$ cat config.mk
export PLATFORM = sky130hd
export DESIGN_NAME = joypad_event_queue
export DESIGN_NICKNAME = d
export VERILOG_FILES = /design/src/rtl/joypad_event_queue.sv
export SDC_FILE = /design/constraint.sdc
export NUM_CORES = 1
export LEC_CHECK = 0
export CAP_MARGIN = 15
export CELL_PAD_IN_SITES_DETAIL_PLACEMENT = 0
export CELL_PAD_IN_SITES_GLOBAL_PLACEMENT = 1
export CORE_UTILIZATION = 35
export DETAILED_ROUTE_END_ITERATION = 7
export PLACE_DENSITY_LB_ADDON = 0.1
export SYNTH_ARGS = -nofsm -noshare
export SYNTH_HDL_FRONTEND = slang
export SYNTH_SLANG_ARGS = --single-unit
$ cat constraint.sdc
create_clock -name clk -period 3.1 [get_ports clk]
set_input_delay 0.62 -clock clk [delete_from_list [all_inputs] [get_ports clk]]
set_output_delay 0.62 -clock clk [all_outputs]
set_load 0.1 [all_outputs]
$ cat src/rtl/joypad_event_queue.sv
// Debounces the 12-bit joypad button vector on each latch strobe and queues
// every debounced press/release as a 5-bit {pressed, index} event in a small FIFO.
module joypad_event_queue #(
    parameter int DEBOUNCE = 2,
    parameter int ADDR_W   = 3
) (
    input  logic              clk,
    input  logic              res,
    input  logic              latch,
    input  logic [11:0]       button_data,
    input  logic              clr_ovf,
    input  logic              ev_ready,
    output logic              ev_valid,
    output logic [4:0]        ev_data,
    output logic [11:0]       buttons,
    output logic [ADDR_W:0]   ev_count,
    output logic              overflow
);

    localparam int              DEPTH    = 2**ADDR_W;
    localparam logic [3:0]      CNT_MAX  = 4'(DEBOUNCE - 1);
    localparam logic [ADDR_W:0] FULL_CNT = (ADDR_W+1)'(DEPTH);

    typedef enum logic {S_IDLE, S_SCAN} state_t;

    logic                    r_latch;
    logic                    w_strobe;
    logic [11:0]             r_buttons;
    logic [11:0][3:0]        r_cnt;
    logic [11:0]             r_pend;
    logic [11:0]             w_pend_nxt;
    logic [11:0]             w_flip;

    state_t                  r_state, w_state_nxt;
    logic [3:0]              r_idx, w_idx_nxt;
    logic                    w_push;
    logic [4:0]              w_push_data;

    logic [4:0]              r_mem [DEPTH];
    logic [ADDR_W-1:0]       r_wr_ptr, r_rd_ptr;
    logic [ADDR_W:0]         r_count;
    logic                    r_ovf;
    logic                    w_pop, w_full, w_accept, w_drop;

    assign w_strobe = latch & ~r_latch;

    always_ff @(posedge clk or negedge res) begin
        if (!res) r_latch <= 1'b0;
        else      r_latch <= latch;
    end

    // A button flips only after DEBOUNCE consecutive differing samples.
    always_comb begin
        w_flip = '0;
        for (int i = 0; i < 12; i++)
            w_flip[i] = w_strobe && (button_data[i] != r_buttons[i]) && (r_cnt[i] == CNT_MAX);
    end

    always_ff @(posedge clk or negedge res) begin
        if (!res) begin
            r_buttons <= '0;
            r_cnt     <= '0;
        end else if (w_strobe) begin
            for (int i = 0; i < 12; i++) begin
                if (button_data[i] == r_buttons[i]) begin
                    r_cnt[i] <= 4'd0;
                end else if (w_flip[i]) begin
                    r_buttons[i] <= button_data[i];
                    r_cnt[i]     <= 4'd0;
                end else begin
                    r_cnt[i] <= r_cnt[i] + 4'd1;
                end
            end
        end
    end

    // Clear the scanned bit first so a same-cycle flip keeps it pending.
    always_comb begin
        w_pend_nxt = r_pend;
        if (w_push) w_pend_nxt[r_idx] = 1'b0;
        w_pend_nxt = w_pend_nxt | w_flip;
    end

    always_ff @(posedge clk or negedge res) begin
        if (!res) r_pend <= '0;
        else      r_pend <= w_pend_nxt;
    end

    always_comb begin
        w_state_nxt = r_state;
        w_idx_nxt   = r_idx;
        case (r_state)
            S_IDLE: begin
                if (|r_pend) begin
                    w_state_nxt = S_SCAN;
                    w_idx_nxt   = 4'd0;
                end
            end
            S_SCAN: begin
                if (r_idx == 4'd11) begin
                    w_state_nxt = S_IDLE;
                    w_idx_nxt   = 4'd0;
                end else begin
                    w_idx_nxt = r_idx + 4'd1;
                end
            end
            default: begin
                w_state_nxt = S_IDLE;
                w_idx_nxt   = 4'd0;
            end
        endcase
    end

    always_ff @(posedge clk or negedge res) begin
        if (!res) begin
            r_state <= S_IDLE;
            r_idx   <= 4'd0;
        end else begin
            r_state <= w_state_nxt;
            r_idx   <= w_idx_nxt;
        end
    end

    assign w_push      = (r_state == S_SCAN) && r_pend[r_idx];
    assign w_push_data = {r_buttons[r_idx], r_idx};

    // A full FIFO still accepts a push when the head is popped the same cycle.
    assign w_pop    = ev_valid & ev_ready;
    assign w_full   = (r_count == FULL_CNT);
    assign w_accept = w_push & (~w_full | w_pop);
    assign w_drop   = w_push & ~w_accept;

    always_ff @(posedge clk) begin
        if (w_accept) r_mem[r_wr_ptr] <= w_push_data;
    end

    always_ff @(posedge clk or negedge res) begin
        if (!res) begin
            r_wr_ptr <= '0;
            r_rd_ptr <= '0;
            r_count  <= '0;
            r_ovf    <= 1'b0;
        end else begin
            if (w_accept) r_wr_ptr <= r_wr_ptr + 1'b1;
            if (w_pop)    r_rd_ptr <= r_rd_ptr + 1'b1;
            case ({w_accept, w_pop})
                2'b10:   r_count <= r_count + 1'b1;
                2'b01:   r_count <= r_count - 1'b1;
                default: r_count <= r_count;
            endcase
            if (w_drop)       r_ovf <= 1'b1;
            else if (clr_ovf) r_ovf <= 1'b0;
        end
    end

    assign ev_valid = (r_count != '0);
    assign ev_data  = ev_valid ? r_mem[r_rd_ptr] : 5'd0;
    assign buttons  = r_buttons;
    assign ev_count = r_count;
    assign overflow = r_ovf;

endmodule
==> results of run 1 <==
-- repair_timing --
item	4_1_cts	5_1_grt
endpoints found under the setup margin	0	1
setup buffers	0	1
hold buffers	0	0
-- Yosys cell counts, drive strengths merged --
library cell / n / area, um^2
a31oi: 1 / 6.26
dfrtp: 89 / 2230
or3b: 12 / 105
nor2: 25 / 93.8
nor4: 3 / 31.3
inv: 22 / 82.6
edfxtp: 40 / 1200
mux2i: 7 / 70.1
nor2b: 14 / 87.6
or4: 1 / 7.51
o32a: 1 / 10.0
o22ai: 15 / 93.8
o211ai: 1 / 12.5
xnor2: 6 / 52.6
clkbuf: 12 / 45.0
o31ai: 13 / 111
mux4: 14 / 323
a21o: 13 / 97.6
or2: 1 / 6.26
and2: 1 / 7.51
nand2: 53 / 199
o2bb2ai: 1 / 15.0
fa: 1 / 20.0
nand4: 12 / 75.1
a21oi: 1 / 5.00
and3: 1 / 6.26
xor2: 13 / 114
nand2b: 3 / 18.8
o21ai: 53 / 265
o31a: 1 / 10.0
ha: 32 / 400
nand3: 40 / 205
clkinv: 1 / 3.75
o311ai: 2 / 25.0
nor3: 5 / 30.0
buf: 4 / 28.8
nand3b: 2 / 15.0
mux2: 16 / 184
a22o: 3 / 26.3
a2111oi: 1 / 27.5
o221ai: 1 / 8.76
-- registers in the layout, indices dropped and copies added (netlist names) --
register and flops:
r_cnt 48, r_idx 4, r_mem 40, r_pend 12, r_latch 1, overflow 1
r_wr_ptr 3, buttons 12, r_rd_ptr 3, ev_count 4, r_state 1
-- cell type report --
cell class              instances  area (um^2)
well taps                     225          282
fillers                      1645         9770
inverters                      23         86.3
repair buffers                 65          551
multi-input cells             369         2770
clock buffers                  18          429
clock inverters                14          218
flip-flops and latches        129         3430
-- worst register-to-register path, stage by stage (launching register included) --
cell and delay (ns):
dfrtp_1 0.44, buf_4 0.19, and2_2 0.18, a2111oi_4 0.34, o31a_2 0.23, nand2_1 0.09, inv_1 0.09, ha_1 0.22
a21o_1 0.15, a21oi_1 0.21, o311ai_1 0.17, o32a_1 0.32, o211ai_2 0.13
-- kinds of logic after synthesis --
| family | synth area share |
|---|---|
| AND/OR/NAND/NOR | 0.140 |
| flip-flops | 0.539 |
| AO/OA/AOI/OAI | 0.112 |
| buffers and inverters | 0.0252 |
| multiplexers | 0.0908 |
| adder cells (fa/ha/maj) | 0.0662 |
| XOR/XNOR | 0.0262 |
-- power by group through the flow --
stage,Clock (uW),Sequential (uW),Combinational [uW]
2_1_floorplan,0,3570,2580
3_3_place_gp,0,2990,4220
3_5_place_dp,0,3010,4270
4_1_cts,2270,2980,4280
5_1_grt,2340,3060,4610
6_report,2220,2970,4250
-- layer usage --
| layer | up-vias | wire (um) | share of wire |
|---|---|---|---|
| li1 | 2116 | - | - |
| met1 | 2065 | 6220 | 0.47 |
| met2 | 58 | 6410 | 0.49 |
| met3 | 19 | 348 | 0.026 |
| met4 | 0 | 221 | 0.017 |
| met5 | - | 0 | 0 |
-- worst max-delay path by stage --
stage / from / endpoint / slack (ns) / depth (start not counted)
after floorplan: ev_count[0]$_DFFE_PN0P_ / ev_data[0] / -0.03 / 2
after global placement: r_idx[0]$_DFFE_PN0P_ / ev_count[3]$_DFFE_PN0P_ / 0.28 / 12
after detailed placement: r_idx[0]$_DFFE_PN0P_ / ev_count[3]$_DFFE_PN0P_ / 0.22 / 12
after CTS: r_idx[0]$_DFFE_PN0P_ / ev_count[3]$_DFFE_PN0P_ / 0.19 / 12
after global routing: r_idx[0]$_DFFE_PN0P_ / ev_count[3]$_DFFE_PN0P_ / 0.03 / 12
final: r_idx[0]$_DFFE_PN0P_ / ev_count[3]$_DFFE_PN0P_ / 0.26 / 12
-- per-stage QoR --
stage / hold WS (ns) / utilization
final: 0.174 / 0.443
after global routing: 0.205 / 0.443
after CTS: 0.186 / 0.442
after detailed placement: 0.457 / 0.406
after global placement: 0.454 / 0.406
after floorplan: 0.324 / -
==> flow_metrics.env, run 1 <==
export IMPL_run_status="complete, no violations"
export IMPL_cts_resized=0
export IMPL_synth_avg_cell_area_um2=11.8
export IMPL_grt_use_total=0.159
export IMPL_rows=48
export IMPL_p_int_uw=5420
export IMPL_rr_startpoint="r_idx[0]$_DFFE_PN0P_"
export IMPL_r2r_end="ev_count[3]$_DFFE_PN0P_"
export IMPL_final_setup_tns_ns=0
export IMPL_mostFrequentLayoutCells="89 x dfrtp_1, 53 x nand2_1, 53 x o21ai_0"
export IMPL_fin_crit_ns=2.84
export IMPL_clkSinkCount=129
export IMPL_worstSetupPathType="register to register"
export IMPL_io_buffers=39
export IMPL_r2r_setup_slack_ns=0.26
export IMPL_routed_via_density=5.05
export IMPL_startpoint_type="register"
export IMPL_route_antenna_remaining_nets=0
export IMPL_wl_um=13200
export IMPL_hold_path_class="input port to asynchronous set/reset pin"
export IMPL_rsz0062_at_grt="no"
export IMPL_dpl_instance_area_um2=7110
export IMPL_dr_total_vias=4258
export IMPL_syn_inst=537
export IMPL_worst_skew_pair_late_latency_ns=0.42
export IMPL_cpPeakStageDelay_ns=0.44
export IMPL_first_iter_violations=229
export IMPL_cp_arrival_ns=3.18
export IMPL_maxSlewViolCount=0
export IMPL_dr_pass1_iters=4
export IMPL_mostFrequentLayoutCell="dfrtp_1"
export IMPL_dpl_worst_slack_ns=0.217
export IMPL_met1_usage=0.200
export IMPL_num_antenna_cells=0
export IMPL_drc_errors=0
export IMPL_cap_violations=0
export IMPL_cts_buffer_depth=2
export IMPL_finalCritPeriodShare=0.915
export IMPL_synth_seq_area_share=0.539
export IMPL_critPathTopFamily="compound AO/OA/AOI/OAI gates"
export IMPL_tritoncts="yes"
export IMPL_synth_warnings=0
export IMPL_fp_dieH_um=137
export IMPL_die_w_um=137
export IMPL_coreArea_um2=17500
export IMPL_critical_path_cell_chain="buf_4, and2_2, a2111oi_4, o31a_2, nand2_1, inv_1, ha_1, a21o_1, a21oi_1, o311ai_1, o32a_1, o211ai_2"
export IMPL_hold_viol_final=0
export IMPL_stdcell_area_um2=7770
export IMPL_ir_drop_mv=0.786
export IMPL_p_leak_uw=0.00325
export IMPL_fin_nets=655
export IMPL_critPathCaptureType="register"
export IMPL_slew_headroom=0.611
export IMPL_htree_levels=4
export IMPL_worstRegToRegCells=12
export IMPL_cp_required_ns=3.44
export IMPL_instances_no_fill=843
export IMPL_grt_max_degree=54
export IMPL_power_per_cell_area_nw_per_um2=1220
export IMPL_fin_total_pwr_uw=9440
export IMPL_synthToLayoutAreaGrowth_pct=22.2
export IMPL_hpwl_um=9430
export IMPL_swShare=0.425
export IMPL_grt_pass1_wl_um=22300
export IMPL_crit_fanout=5
export IMPL_clockPowerShare=0.235
export IMPL_dieArea_um2=18700
export IMPL_ys_ff_latch=129
export IMPL_wl_per_cell_um=15.7
export IMPL_worst_slack_ns=0.265
export IMPL_root_buffer="clkbuf_16"
export IMPL_tightest_slew_ns=0.581
export IMPL_netlist_area_um2=6350
export IMPL_switching_power_uw=4010
export IMPL_grt_busiest_layer="met2"
export IMPL_grt_antenna_before_repair=0
export IMPL_synth_distinct_cells=51
export IMPL_grt_overflow=0
export IMPL_pwr_share_seq=0.315
export IMPL_worst_clock_skew_ns=0.00701
export IMPL_combPwrFrac=0.451
export IMPL_use_met3=0.0381
export IMPL_io_pins=40
export IMPL_cp_slowest_cell="dfrtp_1"
export IMPL_grt_util_met2=0.260
export IMPL_dpl_cell_count=810
export IMPL_final_layout_size_suffix_gt1_frac=0.209
export IMPL_start_util=0.362
export IMPL_clkSlewWorstSetupHoldPaths_ns=0.06
export IMPL_setup_viol=0
export IMPL_gp_congestion=0.764
export IMPL_syn_nets=587
export IMPL_grt_pass1_vias=4324
export IMPL_crit_buf_inv=2
export IMPL_numCtsBuffers=17
export IMPL_fmax_ghz=0.353
Note: power is estimated with default switching activity, not from simulation.
==> run 2: changes to the inputs <==
--- a/config.mk
+++ b/config.mk
@@ -5,6 +5,7 @@
 export SDC_FILE = /design/constraint.sdc
 export NUM_CORES = 1
 export LEC_CHECK = 0
+export ABC_CLOCK_PERIOD_IN_PS = 3100
 export CAP_MARGIN = 15
 export CELL_PAD_IN_SITES_DETAIL_PLACEMENT = 0
 export CELL_PAD_IN_SITES_GLOBAL_PLACEMENT = 1
==> results of run 2 <==
Final layout, timing and power as in run 1 (identical DEF).
